**config.mk**
```make
export PLATFORM = sky130hd
export DESIGN_NAME = sw_stream_receiver_flat
export DESIGN_NICKNAME = d
export VERILOG_FILES = /design/src/rtl/sw_stream_receiver_if.sv /design/src/rtl/sw_stream_receiver.sv /design/src/flat_wrapper.sv
export SDC_FILE = /design/constraint.sdc
export NUM_CORES = 1
export LEC_CHECK = 0
export ABC_AREA = 1
export CAP_MARGIN = 30
export CORE_UTILIZATION = 35
export CTS_BUF_LIST = sky130_fd_sc_hd__clkbuf_8
export CTS_CLUSTER_DIAMETER = 80
export CTS_CLUSTER_SIZE = 40
export DETAILED_ROUTE_END_ITERATION = 8
export HOLD_SLACK_MARGIN = 0.12
export PLACE_DENSITY = 0.53
export SLEW_MARGIN = 10
export SYNTH_ARGS = -nofsm -noshare
export SYNTH_HDL_FRONTEND = slang
export SYNTH_SLANG_ARGS = --single-unit
```
**constraint.sdc**
```tcl
create_clock -name clk -period 4.4 [get_ports clk]
set_input_delay 0.88 -clock clk [delete_from_list [all_inputs] [get_ports clk]]
set_output_delay 0.88 -clock clk [all_outputs]
set_load 0.05 [all_outputs]
```
**src/rtl/sw_stream_receiver_if.sv**
```systemverilog
// Bundle between the NIOS PIO handshake / downstream stream and the receiver.
// master = software + consumer side, slave = the receiver itself.
interface sw_stream_receiver_if #(
    parameter int DEPTH = 16
);
    localparam int LW = $clog2(DEPTH) + 1;

    logic [15:0]   to_hw_port;
    logic [1:0]    to_hw_sig;
    logic [1:0]    to_sw_sig;
    logic [15:0]   out_data;
    logic          out_last;
    logic          out_valid;
    logic          out_ready;
    logic [LW-1:0] fifo_level;

    modport master (
        output to_hw_port, to_hw_sig, out_ready,
        input  to_sw_sig, out_data, out_last, out_valid, fifo_level
    );

    modport slave (
        input  to_hw_port, to_hw_sig, out_ready,
        output to_sw_sig, out_data, out_last, out_valid, fifo_level
    );
endinterface

```
**src/rtl/sw_stream_receiver.sv**
```systemverilog
// Four-phase PIO handshake receiver feeding a FWFT FIFO, re-emitted as a
// valid/ready stream with out_last closing every BLOCK_WORDS-word sector.
module sw_stream_receiver #(
    parameter int DEPTH       = 16,
    parameter int BLOCK_WORDS = 256
) (
    input logic              clk,
    input logic              reset,
    sw_stream_receiver_if.slave bus
);
    localparam int AW = $clog2(DEPTH);
    localparam int LW = AW + 1;
    localparam int CW = $clog2(BLOCK_WORDS);

    typedef enum logic [1:0] {
        S_IDLE  = 2'b00,
        S_ACK   = 2'b01,
        S_BUSY  = 2'b10,
        S_ABORT = 2'b11
    } state_t;

    typedef struct packed {
        logic        last;
        logic [15:0] data;
    } entry_t;

    logic [1:0]    sig_m_q, sig_s_q;
    state_t        state_q;
    entry_t        mem_q [DEPTH];
    logic [AW-1:0] wr_ptr_q, rd_ptr_q;
    logic [LW-1:0] level_q;
    logic          valid_q;
    logic [CW-1:0] cnt_q;

    logic cmd_word, full, abort_req, push, pop, last_in;

    assign cmd_word  = (sig_s_q == 2'b01) || (sig_s_q == 2'b10);
    assign full      = (level_q == LW'(DEPTH));
    assign abort_req = (sig_s_q == 2'b11) && (state_q != S_ABORT);
    assign push      = !abort_req && cmd_word && !full &&
                       ((state_q == S_IDLE) || (state_q == S_BUSY));
    // A flush on abort entry swallows any pop offered in the same cycle.
    assign pop       = valid_q && bus.out_ready && !abort_req;
    assign last_in   = (sig_s_q == 2'b10) || (cnt_q == CW'(BLOCK_WORDS - 1));

    always_ff @(posedge clk) begin
        if (reset) begin
            sig_m_q <= 2'b00;
            sig_s_q <= 2'b00;
        end else begin
            sig_m_q <= bus.to_hw_sig;
            sig_s_q <= sig_m_q;
        end
    end

    always_ff @(posedge clk) begin
        if (reset) begin
            state_q <= S_IDLE;
        end else if (abort_req) begin
            state_q <= S_ABORT;
        end else begin
            case (state_q)
                S_IDLE:  if (cmd_word) state_q <= full ? S_BUSY : S_ACK;
                S_BUSY:  if (sig_s_q == 2'b00) state_q <= S_IDLE;
                         else if (!full)       state_q <= S_ACK;
                S_ACK:   if (sig_s_q == 2'b00) state_q <= S_IDLE;
                S_ABORT: if (sig_s_q == 2'b00) state_q <= S_IDLE;
                default: state_q <= S_IDLE;
            endcase
        end
    end

    always_ff @(posedge clk) begin
        if (reset || abort_req) begin
            cnt_q <= '0;
        end else if (push) begin
            cnt_q <= last_in ? '0 : cnt_q + CW'(1);
        end
    end

    always_ff @(posedge clk) begin
        if (push) begin
            mem_q[wr_ptr_q] <= '{last: last_in, data: bus.to_hw_port};
        end
    end

    // valid lags a push by one cycle but drops on the pop that empties the FIFO.
    always_ff @(posedge clk) begin
        if (reset || abort_req) begin
            wr_ptr_q <= '0;
            rd_ptr_q <= '0;
            level_q  <= '0;
            valid_q  <= 1'b0;
        end else begin
            if (push) wr_ptr_q <= wr_ptr_q + AW'(1);
            if (pop)  rd_ptr_q <= rd_ptr_q + AW'(1);
            case ({push, pop})
                2'b10:   level_q <= level_q + LW'(1);
                2'b01:   level_q <= level_q - LW'(1);
                default: level_q <= level_q;
            endcase
            valid_q <= (level_q - LW'(pop)) != '0;
        end
    end

    assign bus.to_sw_sig  = state_q;
    assign bus.out_valid  = valid_q;
    assign bus.out_data   = valid_q ? mem_q[rd_ptr_q].data : 16'h0000;
    assign bus.out_last   = valid_q ? mem_q[rd_ptr_q].last : 1'b0;
    assign bus.fifo_level = level_q;

    a_level_bound: assert property (@(posedge clk) disable iff (reset)
        level_q <= LW'(DEPTH));
    a_valid_has_data: assert property (@(posedge clk) disable iff (reset)
        valid_q |-> (level_q != '0));
endmodule
```
**src/flat_wrapper.sv**
```systemverilog
// flat-port wrapper written by rule: the top's interface ports become plain ports
module sw_stream_receiver_flat 
#(
    parameter int DEPTH       = 16,
    parameter int BLOCK_WORDS = 256
)
  (clk, reset, bus_to_hw_port, bus_to_hw_sig, bus_out_ready, bus_to_sw_sig, bus_out_data, bus_out_last, bus_out_valid, bus_fifo_level);
  sw_stream_receiver_if #(.DEPTH(DEPTH)) bus_i ();
  input logic clk;
  input logic reset;
  input wire logic [$bits(bus_i.to_hw_port)-1:0] bus_to_hw_port;
  input wire logic [$bits(bus_i.to_hw_sig)-1:0] bus_to_hw_sig;
  input wire logic [$bits(bus_i.out_ready)-1:0] bus_out_ready;
  output wire logic [$bits(bus_i.to_sw_sig)-1:0] bus_to_sw_sig;
  output wire logic [$bits(bus_i.out_data)-1:0] bus_out_data;
  output wire logic [$bits(bus_i.out_last)-1:0] bus_out_last;
  output wire logic [$bits(bus_i.out_valid)-1:0] bus_out_valid;
  output wire logic [$bits(bus_i.fifo_level)-1:0] bus_fifo_level;
  assign bus_i.to_hw_port = bus_to_hw_port;
  assign bus_i.to_hw_sig = bus_to_hw_sig;
  assign bus_i.out_ready = bus_out_ready;
  assign bus_to_sw_sig = bus_i.to_sw_sig;
  assign bus_out_data = bus_i.out_data;
  assign bus_out_last = bus_i.out_last;
  assign bus_out_valid = bus_i.out_valid;
  assign bus_fifo_level = bus_i.fifo_level;
  sw_stream_receiver #(.DEPTH(DEPTH), .BLOCK_WORDS(BLOCK_WORDS)) u_core (.clk(clk), .reset(reset), .bus(bus_i));
endmodule
```
==> flow_metrics.py <==
metrics = {
    "status": {
        "status": "complete, no violations",
    },
    "yosys": {
        "ys.flop_type": "edfxtp_1",
        "synth_xor_area_frac": 0.00465,
        "synth_common_cells": "nand2_1, edfxtp_1, nand3_1",
        "synth_most_common_cell": "nand2_1",
        "synth-compound-area-share": 0.0200,
        "yosys_register_bits": 304,
        "synthTopCellsByArea": "edfxtp_1, nand2_1, nand3_1",
        "syn_inst": 1307,
        "seq_area_frac_synth": 0.668,
        "synth_top_family_by_area": "simple AND/OR/NAND/NOR gates",
        "netlist_area_um2": 13200,
        "synth-simple-area-share": 0.220,
        "syn_nets": 1342,
        "synth_cell_type_count": 33,
        "yosys_warnings": 0,
        "synth_mux_area_frac": 0,
        "synth.top_cell.area_share": 0.619,
        "synthAdderAreaFrac": 0.0133,
        "async_flop_share": 0,
        "synth_edf_count": 272,
        "synth_top_cell_by_area": "edfxtp_1",
        "syn_area_per_cell_um2": 10.1,
    },
    "grt": {
        "grt-ovfl-total": 0,
        "grt_max_degree": 137,
        "grt_pass1_vias": 8490,
        "grt_pass1_wl_um": 50800,
        "grt_antenna_before_repair": 1,
        "grt_usage": 0.172,
    },
    "critical_path": {
        "crit_required_ns": 3.52,
        "worstSetupEndpointType": "primary output",
        "cp_cell_sequence": "clkinv_1, buf_4, nand3_1, nand3_1, a21oi_1, buf_12",
        "worstReg2RegStart": "u_core.sig_s_q[1]",
        "cp_common_cell": "nand3_1",
        "worstSetupPathType": "reg -> out",
        "cp-start-kind": "register",
        "crit_path_top_delay_cell": "clkinv_1",
        "max_stage_delay_ns": 0.55,
        "critPathArrivalTime_ns": 2.90,
        "crit_fanout": 20,
    },
    "sta": {
        "clock_skew_ns": 0.0743,
        "relSlewSlack": 0.441,
        "tightest_slew_ns": 0.833,
        "final_hold_viol_count": 0,
        "fin_tns_setup_ns": 0,
        "finalCritPeriodShare": 0.858,
        "rsz0062_at_grt": "false",
        "finalCriticalPeriod_ns": 3.78,
        "setup_slack_ns": 0.625,
        "slew_viol_final": 0,
        "holdWs_ns": 0.413,
        "finalSetupViolCount": 0,
        "fmax_mhz": 265,
    },
    "job": {
        "maxCapViolations": 0,
    },
    "place": {
        "dp_hpwl_um": 19000,
        "place_area_um2": 14400,
        "dp_slack_ns": 1.26,
        "gp_congestion": 0.768,
        "portBuffers": 45,
        "placedCellCount": 1825,
    },
    "power_and_ir_drop": {
        "ir_drop_mv": 0.284,
        "cellPowerDensity_nw_per_um2": 432,
        "p_total_mw": 6.39,
        "p_leak_nw": 5.91,
    },
    "floorplanning": {
        "io_pins": 46,
        "dieArea_um2": 38500,
        "rows": 70,
        "fp.dieW_um": 196,
        "start_util": 0.358,
        "die_h_um": 196,
        "coreArea_um2": 36900,
    },
    "final_layout": {
        "syn2layout_area_growth_pct": 12.1,
        "layout.cells.non_filler": 1850,
        "fin_util": 0.401,
        "n_fill_cell": 3621,
        "finalNetCount": 1373,
        "drive_gt1_frac": 0.0743,
        "n_antenna_cell": 0,
        "post-route-cell-area_um2": 14800,
    },
    "clock_tree": {
        "cts_root_buf": "clkbuf_8",
        "clock_path_buffers": 3,
        "cts_setup_buffers": 0,
        "cts_sinks": 304,
        "clk_pin_slew_ns": 0.23,
        "htreeDepth": 1,
        "ctsHoldBuffers": 0,
        "cts_buffers": 15,
        "cts_tree": "done",
        "clk_latency_ns": 0.61,
        "cts_resized": 0,
    },
    "drt": {
        "vias": 8821,
        "drc": 0,
        "ant_nets": 0,
        "drt_iter0_markers": 753,
        "viasPerCell": 4.77,
        "wl_um": 32500,
        "drtPass1Iterations": 7,
        "post_drt_wl_per_cell_um": 17.6,
    },
    "worst_hold_path": {
        "hold_path_class": "reg -> reg",
        "worstHoldStart": "u_core.sig_m_q[1]",
    },
}
==> layout by cell type (no fill, tap or decap), types with 2 or more instances in the layout <==
cell,n
dfxtp_1,29
clkdlybuf4s50_1,28
clkinv_1,3
a21oi_1,32
nand2_2,2
clkbuf_8,15
inv_1,174
o21bai_1,3
nor2_1,26
nand3_1,184
ha_1,14
nand4_1,3
inv_2,2
clkinv_16,3
nand2_1,456
edfxtp_1,272
nor2_2,17
o21ai_0,10
dfxtp_2,2
nor2_4,2
xor2_1,4
buf_12,20
or2_2,3
buf_4,23
xnor2_1,3
==> area by class of cell <==
type | instances | area [um2] | share of cell area
Tap cell | 504 | 631 | 0.0426
Clock buffer | 15 | 206 | 0.0140
Sequential cell | 304 | 8810 | 0.596
Multi-Input combinational cell | 767 | 3440 | 0.233
Clock inverter | 10 | 175 | 0.0118
Timing Repair Buffer | 71 | 853 | 0.0577
Inverter | 179 | 674 | 0.0456
==> critical path: cells and delay by family (launching register included) <==
family,cells,cell delay (ns)
compound gates,1,0.42
simple gates,2,0.23
buf+inv,3,1.24
flops,1,0.38
==> power by group <==
group          switching [mW]  internal (mW)  total (mW)
Clock                    1.01          0.405        1.41
Combinational            1.11          0.561        1.67
Sequential             0.0814           3.23        3.31
==> cell families after synthesis <==
kind of cell    count (synthesis)
simple gates                  697
flops                         304
buf+inv                       236
compound gates                 49
fa+ha+maj                      14
xor+xnor                        7
==> state kept, by name, summed over array words and instances, names as in the netlist, named ones only <==
| name | cells |
|---|---|
| u_core.sig_m_q | 2 |
| u_core.bus.out_valid | 1 |
| u_core.bus.to_sw_sig | 2 |
| u_core.mem_q | 272 |
| u_core.wr_ptr_q | 4 |
| u_core.cnt_q | 8 |
| u_core.rd_ptr_q | 4 |
| u_core.sig_s_q | 2 |
| u_core.bus.fifo_level | 5 |
==> routing by layer <==
metal	vias up	GRT usage	part of all wire
met4	2	0.0344	0.019
met5	-	0	0.00040
met1	4288	0.244	0.46
li1	4289	-	-
met2	205	0.284	0.47
met3	37	0.0225	0.050
==> worst paths after layout <==
check / to / slack [ns] / cells after the start
max: bus_out_data[12] / 0.62 / 6
min: u_core.sig_s_q[1] / 0.41 / 2
max reg2reg: u_core.mem_q[10][10] / 1.43 / 9
min reg2reg: u_core.sig_s_q[1] / 0.41 / 2
Power figures use the tool's default switching activity.
